==> src/rtl/apb_reg_completer.sv <==
// APB completer exposing a bank of 32-bit word registers with a read-only ID at index 0.
// Every transfer is stretched by a fixed number of wait states before a one-cycle response.
module apb_reg_completer #(
    parameter int          ADDR_WIDTH  = 32,
    parameter int          DATA_WIDTH  = 32,
    parameter int          NUM_REGS    = 8,
    parameter int          WAIT_CYCLES = 1,
    parameter logic [31:0] ID_VALUE    = 32'hA5B0_0001
) (
    input  logic                           pclk,
    input  logic                           preset,
    input  logic [ADDR_WIDTH-1:0]          paddr,
    input  logic [2:0]                     pprot,
    input  logic                           pnse,
    input  logic                           psel,
    input  logic                           penable,
    input  logic                           pwrite,
    input  logic [DATA_WIDTH-1:0]          pwdata,
    input  logic [DATA_WIDTH/8-1:0]        pstrb,
    output logic                           pready,
    output logic [DATA_WIDTH-1:0]          prdata,
    output logic                           pslverr,
    output logic [NUM_REGS*DATA_WIDTH-1:0] reg_out,
    output logic [NUM_REGS-1:0]            wr_pulse
);

    localparam int NB = DATA_WIDTH / 8;

    typedef enum logic [1:0] {
        IDLE,
        WAIT,
        RESP
    } state_t;

    state_t                  state_q, state_d;
    logic [3:0]              cnt_q, cnt_d;
    logic [ADDR_WIDTH-1:0]   addr_q, addr_d;
    logic                    write_q, write_d;
    logic [DATA_WIDTH-1:0]   wdata_q, wdata_d;
    logic [NB-1:0]           strb_q, strb_d;
    logic                    pready_q, pready_d;
    logic [DATA_WIDTH-1:0]   prdata_q, prdata_d;
    logic                    pslverr_q, pslverr_d;
    logic [NUM_REGS-1:0]     wrPulse_q, wrPulse_d;
    logic [DATA_WIDTH-1:0]   regs_q [1:NUM_REGS-1];

    logic [ADDR_WIDTH-1:0]   xferAddr;
    logic                    xferWrite;
    logic [NB-1:0]           xferStrb;
    logic [7:0]              xferIdx;
    logic                    xferErr;
    logic [DATA_WIDTH-1:0]   rdMux;
    logic                    commit;
    logic [7:0]              commitIdx;
    logic                    unusedOk;

    assign unusedOk = ^{pprot, pnse, paddr, addr_q};

    // In IDLE the response may be produced straight from the setup phase (no wait
    // states), so decode the live bus there and the captured transfer otherwise.
    always_comb begin
        xferAddr  = (state_q == IDLE) ? paddr  : addr_q;
        xferWrite = (state_q == IDLE) ? pwrite : write_q;
        xferStrb  = (state_q == IDLE) ? pstrb  : strb_q;
        xferIdx   = xferAddr[9:2];
        xferErr   = (xferAddr[1:0] != 2'b00)
                  || ({1'b0, xferIdx} >= 9'(NUM_REGS))
                  || (xferWrite && (xferIdx == 8'd0))
                  || (!xferWrite && (xferStrb != '0));
        rdMux = '0;
        if (xferIdx == 8'd0) begin
            rdMux = ID_VALUE;
        end
        for (int k = 1; k < NUM_REGS; k++) begin
            if (xferIdx == 8'(k)) begin
                rdMux = regs_q[k];
            end
        end
    end

    always_comb begin
        state_d = state_q;
        cnt_d   = cnt_q;
        addr_d  = addr_q;
        write_d = write_q;
        wdata_d = wdata_q;
        strb_d  = strb_q;
        case (state_q)
            IDLE: begin
                if (psel && !penable) begin
                    addr_d  = paddr;
                    write_d = pwrite;
                    wdata_d = pwdata;
                    strb_d  = pstrb;
                    cnt_d   = 4'(WAIT_CYCLES);
                    state_d = (WAIT_CYCLES == 0) ? RESP : WAIT;
                end
            end
            WAIT: begin
                if (!psel) begin
                    cnt_d   = '0;
                    state_d = IDLE;
                end else begin
                    cnt_d = cnt_q - 4'd1;
                    if (cnt_q == 4'd1) begin
                        state_d = RESP;
                    end
                end
            end
            RESP: begin
                state_d = IDLE;
            end
            default: begin
                state_d = IDLE;
            end
        endcase

        pready_d  = (state_d == RESP);
        pslverr_d = pready_d && xferErr;
        prdata_d  = (pready_d && !xferErr && !xferWrite) ? rdMux : '0;
    end

    // A write only lands if the requester is still in its access phase at the response edge.
    assign commit    = (state_q == RESP) && write_q && !pslverr_q && psel && penable;
    assign commitIdx = addr_q[9:2];

    always_comb begin
        wrPulse_d = '0;
        for (int k = 0; k < NUM_REGS; k++) begin
            if (commit && (commitIdx == 8'(k))) begin
                wrPulse_d[k] = 1'b1;
            end
        end
    end

    always_ff @(posedge pclk or posedge preset) begin
        if (preset) begin
            state_q   <= IDLE;
            cnt_q     <= '0;
            addr_q    <= '0;
            write_q   <= 1'b0;
            wdata_q   <= '0;
            strb_q    <= '0;
            pready_q  <= 1'b0;
            prdata_q  <= '0;
            pslverr_q <= 1'b0;
            wrPulse_q <= '0;
        end else begin
            state_q   <= state_d;
            cnt_q     <= cnt_d;
            addr_q    <= addr_d;
            write_q   <= write_d;
            wdata_q   <= wdata_d;
            strb_q    <= strb_d;
            pready_q  <= pready_d;
            prdata_q  <= prdata_d;
            pslverr_q <= pslverr_d;
            wrPulse_q <= wrPulse_d;
        end
    end

    always_ff @(posedge pclk or posedge preset) begin
        if (preset) begin
            for (int k = 1; k < NUM_REGS; k++) begin
                regs_q[k] <= '0;
            end
        end else begin
            for (int k = 1; k < NUM_REGS; k++) begin
                if (commit && (commitIdx == 8'(k))) begin
                    for (int b = 0; b < NB; b++) begin
                        if (strb_q[b]) begin
                            regs_q[k][8*b +: 8] <= wdata_q[8*b +: 8];
                        end
                    end
                end
            end
        end
    end

    always_comb begin
        reg_out = '0;
        reg_out[DATA_WIDTH-1:0] = ID_VALUE;
        for (int k = 1; k < NUM_REGS; k++) begin
            reg_out[k*DATA_WIDTH +: DATA_WIDTH] = regs_q[k];
        end
    end

    assign pready   = pready_q;
    assign prdata   = prdata_q;
    assign pslverr  = pslverr_q;
    assign wr_pulse = wrPulse_q;

endmodule
==> config.mk <==
export PLATFORM = sky130hd
export DESIGN_NAME = apb_reg_completer
export DESIGN_NICKNAME = d
export VERILOG_FILES = /design/src/rtl/apb_reg_completer.sv
export SDC_FILE = /design/constraint.sdc
export NUM_CORES = 1
export LEC_CHECK = 0
export ABC_AREA = 1
export CAP_MARGIN = 25
export CORE_UTILIZATION = 30
export DETAILED_ROUTE_END_ITERATION = 12
export GPL_TIMING_DRIVEN = 0
export PLACE_DENSITY = 0.65
export SLEW_MARGIN = 20
export SYNTH_ARGS = -nofsm -noshare
export SYNTH_HDL_FRONTEND = slang
export SYNTH_SLANG_ARGS = --single-unit
==> constraint.sdc <==
create_clock -name pclk -period 11.82 [get_ports pclk]
set_clock_uncertainty 0.05 [all_clocks]
set_input_delay 2.955 -clock pclk [delete_from_list [all_inputs] [get_ports pclk]]
set_output_delay 2.955 -clock pclk [all_outputs]
set_load 0.01 [all_outputs]
## Yosys cells after proc, flatten, opt, wreduce, memory -nomap -nowiden

Index checks and enable logic that the tools add are counted.

| word-level totals | value |
|---|---|
| flip-flop bits (word level) | 319 |
| input bits | 77 |
| output and inout bits | 298 |

| cells by class | value |
|---|---|
| $add $sub $neg | 1 |
| order comparisons | 1 |
| eq/ne operators | 19 |
| muxes and demuxes | 27 |
| reduce and logical (&&, ||, !) cells | 61 |

Operator list:

| cell | number |
|---|---|
| 2-to-1 mux 32 bit | 9 |
| equality test 8 x 3 -> 1 bit (second input constant) | 8 |
| AND reduction 2 bit | 30 |
| equality test 8 x 2 -> 1 bit (second input constant) | 4 |
| logical AND 1 bit | 18 |
| equality test 8 x 1 -> 1 bit (second input constant) | 2 |
| logical NOT 8 bit | 2 |
| 2-to-1 mux 4 bit | 3 |
| 2-to-1 mux 10 bit | 1 |
| 2-to-1 mux 1 bit | 9 |
| greater-or-equal comparator 8 x 4 -> 1 bit (second input constant) | 1 |
| case mux 4 bit (2 select lines) | 1 |
| 2-to-1 mux 2 bit | 3 |
| equality test 2 bit (second input constant) | 2 |
| equality test 4 x 1 -> 1 bit (second input constant) | 1 |
| logical NOT 1 bit | 4 |
| case mux 2 bit (2 select lines) | 1 |
| nonzero test 2 bit | 2 |
| nonzero test 4 bit | 1 |
| subtractor 4 x 1 -> 4 bit (second input constant) | 1 |
| logical OR 1 bit | 3 |
| equality test 2 x 1 -> 1 bit (second input constant) | 1 |
| logical NOT 2 bit | 1 |
| inequality test 2 x 1 -> 1 bit (second input constant) | 1 |

## Longest topological paths before layout

Gate-level depths: netlist (run 1).

| logic depth | value |
|---|---|
| word-level depth | 12 |
| gate-level depth with buffers | 13 |
| mapped depth without buffers | 12 |

## Worst setup path after synthesis (run 1)

OpenSTA, ideal clock, no wires.

| timing | value |
|---|---|
| kind | in2reg |
| from | input psel |
| to | register regs_q (netlist bit reg_out[72]) |
| arrival | 4.106 ns |
| data required time | 11.645 ns |
| path slack | 7.539 ns |
| cell stages on the path | 7 |
| cell sequence | inv_1 nor4_4 buf_6 nand3_2 buf_2 nand2_1 o21ai_1 |

| between the ends | value |
|---|---|
| cells in the longest elaborated chain, start to end | 4 |

Ends and longest elaborated chain:

| element | line | source |
|---|---|---|
| start, declared | 15 | `input logic psel,` |
| logical AND 1 bit (2 in series) | 124 | `assign commit = (state_q == RESP) && write_q && !pslverr_q && psel && penable;` |
| logical AND 1 bit | 169 | `if (commit && (commitIdx == 8'(k))) begin` |
| AND reduction 2 bit (no source line) | -- |  |
| end signal, assigned by index | 172 | `regs_q[k][8*b +: 8] <= wdata_q[8*b +: 8];` |
| end, declared | 45 | `logic [DATA_WIDTH-1:0] regs_q [1:NUM_REGS-1];` |

Every way passes these cells.
A chain may end at the register's enable or synchronous reset.

## Worst setup path in the final report (run 1)

| timing | value |
|---|---|
| from | input paddr[2] |
| to | register prdata_q[6] (netlist: prdata[6]) |

| between the ends | value |
|---|---|
| cells in the longest elaborated chain, start to end | 10 |

Ends and longest elaborated chain:

| element | line | source |
|---|---|---|
| start, declared | 12 | `input logic [ADDR_WIDTH-1:0] paddr,` |
| 2-to-1 mux 10 bit * | 62 | `xferAddr = (state_q == IDLE) ? paddr : addr_q;` |
| equality test 8 x 1 -> 1 bit | 75 | `if (xferIdx == 8'(k)) begin` |
| 2-to-1 mux 32 bit (7 in series) | 75 |  |
| 2-to-1 mux 32 bit * | 120 | `prdata_d = (pready_d && !xferErr && !xferWrite) ? rdMux : '0;` |
| named net prdata_d[6] | 42 | `logic [DATA_WIDTH-1:0] prdata_q, prdata_d;` |
| end signal, assigned | 156 | `prdata_q <= prdata_d;` |
| end, declared | 42 |  |

Mark *: on every way through the listed nets, which the timed path passes. The rest lies on a longest branch.

==> metrics.txt, run 1 <==
status finished clean; post-synthesis cell type count 33; Startpoint Class input pin; Relative slew margins 45.8%; Post-Syn Instances ~1700; Top Ports 375; min-delay src addr_q[0]; FF/Latch Area approximately 8000 um2; Iter 0 DRT Violations roughly 1100; clock buffer count from CTS 39; hold path cells 2; vias between 10000 and 15000; antenna-violating nets left 0; Worst Setup SP paddr[2]; GR Overflow Total 0; GRT Util Overall between 20 and 25%; Worst-Margin Slew around 0.81 ns; Post-CTS Setup Inserts 0; Hold WS around 0.42 ns; FF+latch count, synth roughly 320; CTS resizes 0; Max Root-Sink Buffers 3; FF-to-FF setup slack 9.10 ns; CTS Root Cell clkbuf_16; f_max between 200 and 250 MHz; CP required 12.27 ns; kind of end point of the critical path register; sequential-to-total area share from yosys stat a little under three fifths; R2R cell count 11; Slew Viols, Final 0; RSZ-0062 raised after global routing false; Final Cycle Share a little over two fifths; post-DP HPWL 42100 um; critical setup path kind input pin to register; final WL between 50000 and 60000 um; DR WL/cell just over 20 um; # Max-Cap Violations 0; CTS clk-pin slew, worst paths around 0.060 ns; RR Startpoint state_q[1]; Area Overhead vs Synth 38.3%; Multi-input gate area roughly 5300 um2; Cell Area, Synth ~14000 um2; share of layout cells above drive strength 1 between 10% and 20%; Setup Slack @ Placement roughly 6.3 ns; Arr. time, crit path between 5 and 6 ns; RD Place Congestion about 0.9; routed vias/inst 4.96; H-tree Lvls 2; hold crit path type register to register; die height between 200 and 250 um; Power Density approximately 150 nW/um2; Avg Cell Area, Syn roughly 8.7 um2; global-route wire length before repair ~84000 um; filler instances roughly 4600; Synth Warn # 0; row count ~80; Initial Utilization about 30%; Core ar. roughly 47000 um2; ANT cells 0; setup tns final 0 ns; hold buffer count at CTS 0; worst vdd ir 96.7 uV; initial antenna violation count 0; number of global-route vias before repair 13111; Die X ~220 um; PortBufs ~320; Leak Pwr 0.00902 uW; Reg-to-Reg End prdata[6]; Fin. Hold Viols 0; # nets final 2127; Sink Count between 300 and 400; number of remaining DRC errors 0; crit-path max FO 10; die footprint roughly 50000 um2; hold endpoint addr_q[0]; worst skew pair latency about 0.57 ns; pin count of the biggest net entering global routing 36; final setup fails 0; setup slack after layout a little under 7 ns; CTS tree done; min Tclk post-route between 4 and 5 ns; TritonRoute pass-1 iters 7
registers in the layout (all words and copies together) (netlist names):
register and flops:
state_q 2, cnt_q 4, prdata 32, pslverr 1, wr_pulse 8, pready 1
write_q 1, addr_q 10, wdata_q 32, strb_q 4, reg_out 224
area by class of cell:
cell class,count,share of cell area (%)
tap,607,3.82
sequential,319,40.1
timing repair buffer,327,17.0
clock inverter,16,0.666
clock buffer,56,5.63
inverter,133,2.53
buffer,118,3.69
multi-input combinational,1110,26.5
worst max-delay path: stages:
cell	delay, ns
clkdlybuf4s50_1	0.57
nand2_1	0.10
nand2_2	0.22
nand2_2	0.14
nor3_2	0.63
buf_2	0.42
nand2_1	0.08
nand4_1	0.16
nand2_1	0.07
inv_1	0.05
cell usage after synthesis:
| master | n | share of area [%] |
|---|---|---|
| nand2_1 | 452 | 12 |
| nand2_4 | 1 | 0.078 |
| nor4_4 | 2 | 0.30 |
| nand3_4 | 2 | 0.24 |
| buf_6 | 12 | 0.94 |
| conb_1 | 2 | 0.052 |
| o21ai_1 | 82 | 2.9 |
| buf_4 | 36 | 1.9 |
| buf_1 | 1 | 0.026 |
| clkbuf_1 | 16 | 0.42 |
| nor4_1 | 1 | 0.044 |
| nand4_1 | 43 | 1.9 |
| inv_2 | 5 | 0.13 |
| nand3_1 | 66 | 2.3 |
| a21oi_1 | 5 | 0.17 |
| nor3_4 | 1 | 0.11 |
| a21boi_0 | 1 | 0.052 |
| nor3_1 | 13 | 0.45 |
| nand3_2 | 29 | 2.0 |
| dfrtp_1 | 319 | 55 |
| nor2_2 | 3 | 0.13 |
| o22ai_1 | 3 | 0.13 |
| inv_1 | 127 | 3.3 |
| nor2_1 | 138 | 3.6 |
| o21ai_2 | 16 | 0.97 |
| ha_1 | 2 | 0.17 |
| buf_2 | 53 | 1.8 |
| nor3_2 | 8 | 0.56 |
| nor2_4 | 3 | 0.23 |
| o21ai_0 | 169 | 5.9 |
| o211ai_1 | 32 | 1.7 |
| clkinv_1 | 1 | 0.026 |
| nand2_2 | 6 | 0.26 |
logic make-up after synthesis:
logic type	count (synthesis)	share of synthesized area (%)
simple gates	768	24.0
flops	319	55.5
fa+ha+maj	2	0.174
buf+inv	251	8.57
compound gates	308	11.7
other cells	2	0.0522
how the worst max path moves through the flow:
stage	end	slack, ns	cells after the start
after floorplan	addr_q[0]	4.56	1
after global placement	prdata[5]	2.37	2
after detailed placement	prdata[6]	6.30	10
after CTS	prdata[6]	6.89	10
after global routing	prdata[6]	6.75	10
final	prdata[6]	6.84	10
routing by layer:
layer	track usage, %	share of wire (%)	vias up
met4	9.32	4.0	0
met3	5.92	8.3	132
met5	0	0	-
met1	28.8	41	6469
li1	-	-	6110
met2	37.0	47	623
placed cells by master, fill, tap and decap left out, types with 16 or more instances in the layout:
| cell type | count |
|---|---|
| clkdlybuf4s50_1 | 316 |
| conb_1 | 32 |
| nand3_1 | 66 |
| o21ai_0 | 169 |
| o211ai_1 | 32 |
| o21ai_2 | 16 |
| clkbuf_16 | 39 |
| o21ai_1 | 82 |
| dfrtp_1 | 319 |
| buf_2 | 53 |
| clkbuf_1 | 25 |
| nand2_1 | 452 |
| nand4_1 | 43 |
| buf_4 | 37 |
| nand3_2 | 29 |
| inv_1 | 126 |
| nor2_1 | 138 |
report_power, final:
part	total (uW)	switching (uW)	leakage [uW]	internal (uW)
clock	1180	494	0.000617	687
combinational	576	454	0.00403	122
sequential	1190	24.7	0.00438	1160
total	2940	973	0.00902	1970
stage by stage:
| step | power (uW) | instance area, um2 | cells | util (%) |
|---|---|---|---|---|
| 4_1_cts | 2960 | 19900 | 2686 | 42.4 |
| 2_1_floorplan | 1540 | 14500 | 1680 | - |
| 5_1_grt | 3060 | 19900 | 2686 | 42.4 |
| 3_5_place_dp | 1780 | 18600 | 2614 | 39.7 |
| 3_3_place_gp | 1760 | 18400 | 2603 | 39.2 |
| 6_report | 2940 | 19900 | 2686 | 42.4 |
(Power assumes the default switching activity.)
==> run 2, diff against run 1 <==
--- a/config.mk
+++ b/config.mk
@@ -10,7 +10,7 @@
 export CORE_UTILIZATION = 30
 export DETAILED_ROUTE_END_ITERATION = 12
 export GPL_TIMING_DRIVEN = 0
-export PLACE_DENSITY = 0.65
+export PLACE_DENSITY = 0.63
 export SLEW_MARGIN = 20
 export SYNTH_ARGS = -nofsm -noshare
 export SYNTH_HDL_FRONTEND = slang
==> constraint.sdc (replaced) <==
create_clock -name pclk -period 4.7 [get_ports pclk]
set_clock_uncertainty 0.05 [all_clocks]
set_input_delay 1.175 -clock pclk [delete_from_list [all_inputs] [get_ports pclk]]
set_output_delay 1.175 -clock pclk [all_outputs]
set_load 0.01 [all_outputs]
==> run 2 against run 1 <==
Compared with the run above: non-clock buffer count stayed put; critical path depth rose by 1; sequential cell count unchanged; sequential power rose to 2.5 times the previous value; largest power group unchanged.
==> metrics.txt, run 2 (same netlist as run 1, synthesis figures left out) <==
status finished clean; number of remaining DRC errors 0; CTS clk-pin slew, worst paths roughly 0.06 ns; Area Overhead vs Synth 37.1%; Iter 0 DRT Violations 1064; GRT Util Overall a little under a quarter; Setup Slack @ Placement around 1 ns; antenna-violating nets left 0; hold buffer count at CTS 0; clock buffer count from CTS 36; # Max-Cap Violations 0; min-delay src addr_q[9]; critical setup path kind input pin to register; vias around 13000; R2R cell count 12; GR Overflow Total 0; RR Startpoint state_q[1]; sw power ~2300 uW; worst skew pair latency ~0.55 ns; worst vdd ir about 220 uV; routed vias/inst about 5.0; Final Cycle Share between 60 and 70%; CP cell instances clkdlybuf4s50_1 > nor2_1 > nand3_1 > nand2_2 > nand3_1 > clkbuf_1 > nor3_1 > nor2_1 > nand4_1 > nand2_1 > inv_1; H-tree Lvls 2; Slowest cell on crit path clkbuf_1; filler instances between 4000 and 5000; Post-CTS Setup Inserts 0; min Tclk post-route just over 3 ns; initial antenna violation count 0; f_max about 330 MHz; kind of end point of the critical path register; share of layout cells above drive strength 1 11.7%; Slew Viols, Final 0; combinational share of power roughly a fifth; commonest cells after routing, fill and taps aside nand2_1, dfrtp_1, clkdlybuf4s50_1; switching portion of total power around 33%; Pint 4740 uW; TritonRoute pass-1 iters 5; Top Ports roughly 380; DR WL/cell between 20 and 25 um; Flop pwr share a little over two fifths; PortBufs 316; Initial Utilization slightly above 30%; Reg-to-Reg End prdata[26]; pin count of the biggest net entering global routing 35; CP peak stage delay about 0.65 ns; final setup fails 0; Power Density between 300 and 400 nW/um2; Core Util, Final a little over two fifths; commonest non-fill, non-tap cell in the layout nand2_1; number of global-route vias before repair 12717; RSZ-0062 raised after global routing false; CP required between 5 and 6 ns; CTS resizes 0; die footprint 48800 um2; Sink Count roughly 320; Arr. time, crit path roughly 3.4 ns; FF-to-FF setup slack 2.12 ns; hold path cells 2; post-DP HPWL 41100 um; Worst-Margin Slew slightly above 0.9 ns; setup slack after layout 1.65 ns; hold endpoint addr_q[9]; # nets final between 2000 and 2500; max reg flops 224; Startpoint Class input pin; clock share of power 37.7%; final WL 55300 um; Fin. Hold Viols 0; Relative slew margins between 30% and 40%; Leak Pwr 0.00893 uW; CTS Root Cell clkbuf_16; Die X between 200 and 250 um; die height 221 um; global-route wire length before repair roughly 82000 um; Max Root-Sink Buffers 3; ANT cells 0; row count 79; Core ar. between 40000 and 50000 um2; RD Place Congestion about 0.88; crit-path max FO 10; hold crit path type register to register; CTS tree done
[run 2: final cells by class]
cell class	instances	area, um2	share of cell area (%)
Clock buffer	48	1010	5.11
Sequential cell	319	7980	40.5
Multi-Input combinational cell	1110	5280	26.8
Buffer	118	734	3.72
Inverter	133	503	2.55
Clock inverter	11	75.1	0.381
Tap cell	607	759	3.85
Timing Repair Buffer	327	3370	17.1
[run 2: power groups by stage]
stage / combinational, uW / clock (uW) / sequential [uW]
3_5_place_dp: 1410 / 0 / 3030
5_1_grt: 1560 / 2850 / 3010
3_3_place_gp: 1360 / 0 / 3030
2_1_floorplan: 857 / 0 / 3030
6_report: 1420 / 2670 / 2990
4_1_cts: 1420 / 2730 / 2980
[run 2: how the worst max path moves through the flow]
| stage | startpoint | cells past startpoint | endpoint | slack, ns |
|---|---|---|---|---|
| after global routing | paddr[7] | 11 | prdata[6] | 1.52 |
| final | paddr[7] | 11 | prdata[26] | 1.65 |
| after global placement | preset | 2 | prdata[3] | -2.99 |
| after floorplan | preset | 1 | addr_q[0] | -0.78 |
| after CTS | psel | 5 | wdata_q[8] | 1.61 |
| after detailed placement | psel | 5 | wdata_q[8] | 1.02 |
[run 2: metrics by stage]
step | instances | hold slack, ns | TNS (ns) | area, um2 | power, uW
final | 2673 | 0.421 | 0 | 19700 | 7080
after global routing | 2673 | 0.450 | 0 | 19700 | 7420
after CTS | 2672 | 0.421 | 0 | 19700 | 7140
after detailed placement | 2613 | 0.406 | 0 | 18600 | 4450
after global placement | 2603 | 0.400 | -940.87 | 18400 | 4390
after floorplan | 1680 | 0.387 | -248.12 | 14500 | 3890
[run 2: per-layer routing]
layer / routed length (um) / GRT usage (%) / vias to the layer above
met5: 0 / 0 / -
met4: 1740 / 8.35 / 0
met3: 4620 / 5.39 / 101
met2: 25800 / 36.3 / 624
met1: 23100 / 29.4 / 6419
li1: - / - / 6113
[run 2: worst max-delay path: cells and delay by family]
family | cells | cell delay [ns]
buffers and inverters | 3 | 1.19
and+or+nand+nor | 8 | 1.05
==> run 3, diff against run 2 <==
==> constraint.sdc (replaced) <==
create_clock -name pclk -period 3.1 [get_ports pclk]
set_clock_uncertainty 0.05 [all_clocks]
set_input_delay 0.775 -clock pclk [delete_from_list [all_inputs] [get_ports pclk]]
set_output_delay 0.775 -clock pclk [all_outputs]
set_load 0.01 [all_outputs]
==> results of run 3 <==
The final DEF is identical to that of run 2. Status: finished clean.
Among the figures that moved: setup slack after placement 1.02 ns -> -0.184 ns; setup slack after layout 1.65 ns -> 0.451 ns; register-to-register setup slack 2.12 ns -> 0.52 ns; total power 7080 uW -> 10700 uW; worst IR drop on VDD 219 uV -> 332 uV
==> patch: new RTL, settings of run 2 <==
Re-encode `state_t` (3 states) as one-hot, 3 bits wide.
--- a/src/rtl/apb_reg_completer.sv
+++ b/src/rtl/apb_reg_completer.sv
@@ -26,10 +26,10 @@
 
     localparam int NB = DATA_WIDTH / 8;
 
-    typedef enum logic [1:0] {
-        IDLE,
-        WAIT,
-        RESP
+    typedef enum logic [2:0] {
+        IDLE = 3'b001,
+        WAIT = 3'b010,
+        RESP = 3'b100
     } state_t;
 
     state_t                  state_q, state_d;
Behaviour: same outputs for any inputs over 4 cycles, from zero or initial values and one cycle with preset high; so few cycles prove little.
==> patch against run 2 <==
  * Non-clock buffer count shrank 2
  * Setup slack got worse by 0.20 ns
  * Cell area decreased by 1.4%
  * Core utilization is 0.86 points higher
  * Synthesized area decreased by 4.1%
  * Sequential cell count up 1
  * Critical path depth decreased by 3
  * Wire length increased by 1.3%
  * Die area fell by 4.1%
  * Highest routed layer unchanged
Power is not compared: it rests on default switching activity, and its combinational part moved more than twofold at a synthesized area within 25%.
==> patch: results (changes against run 2) <==
Seq/Total Area, Yosys -> 0.581 (+0.0258)
number of global-route vias before repair -> 13015 (+2.3%)
# diodes -> 0 (unchanged)
Nets -> 2064 (-2.8%)
Via density -> 5.01 (+0.99%)
Post-Place Cells -> 2545 (-2.6%)
Root Driver -> clkbuf_16
post-DP HPWL -> 41.6 mm (+1.4%)
peak per-stage delay on the critical path -> 0.53 ns (-0.12 ns)
measured slew at the worst slew-check pin -> 1.00 ns (+0.0723 ns)
CP max FO -> 10 (unchanged)
top cells by count, synth -> nand2_1 (437), dfrtp_1 (319), o21ai_0 (269)
Tot GR Track Use -> 0.237 (+0.0121)
FILL cells -> 4442 (-3.1%)
CP max stage cell -> clkdlybuf4s50_1
post-synth cell types -> 35 (+6.1%)
WL/cell -> 21.4 um (+3.5%)
cts bufs inserted -> 38 (+5.6%)
Max clock buf depth -> 3 (unchanged)
RD Place Congestion -> 0.892 (+0.88%)
YS warnings -> 0 (unchanged)
clock-pin transition on the worst setup and hold timing paths -> 0.06 ns (about the same)
DRT Wirelength -> 56.0 mm (+1.3%)
fraction of layout cells with a size suffix above 1 -> 0.0834 (-0.0333)
initial antenna violation count -> 0 (unchanged)
hold crit path type -> reg2reg
Syn Inst Count -> 1584 (-4.0%)
largest cells by area after synthesis -> dfrtp_1 (58%), nand2_1 (12%), o21ai_0 (9.8%), nand3_1 (3.7%), inv_1 (2.5%)
FFs w/ async S/R, synth -> 1.00 (unchanged)
status -> finished, final reports clean
cell leakage power -> 8.83 nW
1st-iter DRT viols -> 1062 (-0.19%)
max reg flops -> 224 (unchanged)
first-pass GRT wire length -> 82.4 mm (+0.83%)
## patch: cell count changes after synthesis, moves of 25 or more
cell	delta
buf_2	-25
o211ai_1	-32
a21oi_1	+63
nand3_2	-27
nand3_1	+37
o21ai_0	+100
inv_1	-36
o21ai_1	-78
nor2_1	-53
## patch: area by class of cell
| type | instances | area share |
|---|---|---|
| multi-input cells | 1085 | 0.253 |
| inverters | 97 | 0.0189 |
| repair buffers | 331 | 0.177 |
| clock buffers | 58 | 0.0586 |
| plain buffers | 112 | 0.0311 |
| clock inverters | 12 | 0.0111 |
| flip-flops and latches | 320 | 0.412 |
| well taps | 600 | 0.0386 |
## patch: kinds of logic after synthesis
kind of cell             share of synthesized area
AND/OR/NAND/NOR                              0.220
AO/OA/AOI/OAI                                0.126
flip-flops                                   0.581
buffers and inverters                       0.0703
adder cells (fa/ha/maj)                    0.00181
other                                     0.000544
XOR/XNOR                                  0.000635
## patch: per-stage QoR
stage           util  instance area, um2  worst slack, ns
2_1_floorplan      -               13900           -0.791
3_3_place_gp   0.393               17800            -3.03
3_5_place_dp   0.399               18100            0.941
4_1_cts        0.429               19400             1.51
5_1_grt        0.429               19400             1.31
6_report       0.429               19400             1.45
## patch: critical path: cells and delay by family
family	cells	cell delay (ns)
simple gates	4	1.03
buf+inv	3	1.31
compound gates	1	0.08
## patch: power breakdown
group	internal (mW)	switching, mW	total (mW)	leakage, nW
Combinational	0.175	0.521	0.697	3.78
Clock	2.00	1.18	3.19	0.656
Sequential	2.85	0.0320	2.88	4.39
Total	5.03	1.74	6.77	8.83
## patch: routing by layer
layer / wire, um / vias to the layer above / track usage / share of wire
met5: 0 / - / 0 / 0
met4: 1810 / 0 / 0.0876 / 0.032
met3: 5460 / 107 / 0.0651 / 0.098
met2: 25800 / 670 / 0.379 / 0.46
met1: 22900 / 6361 / 0.307 / 0.41
li1: - / 5960 / - / -
## patch: path summary, 6_finish.rpt
| check | start | end | slack, ns | cells past startpoint |
|---|---|---|---|---|
| min reg2reg | addr_q[7] | addr_q[7] | 0.43 | 2 |
| max | psel | reg_out[201] | 1.45 | 8 |
| min | addr_q[7] | addr_q[7] | 0.43 | 2 |
| max in group asynchronous | preset | wdata_q[11] | 2.06 | 7 |
| max reg2reg | addr_q[5] | reg_out[201] | 1.68 | 7 |
| min in group asynchronous | preset | reg_out[187] | 1.06 | 2 |
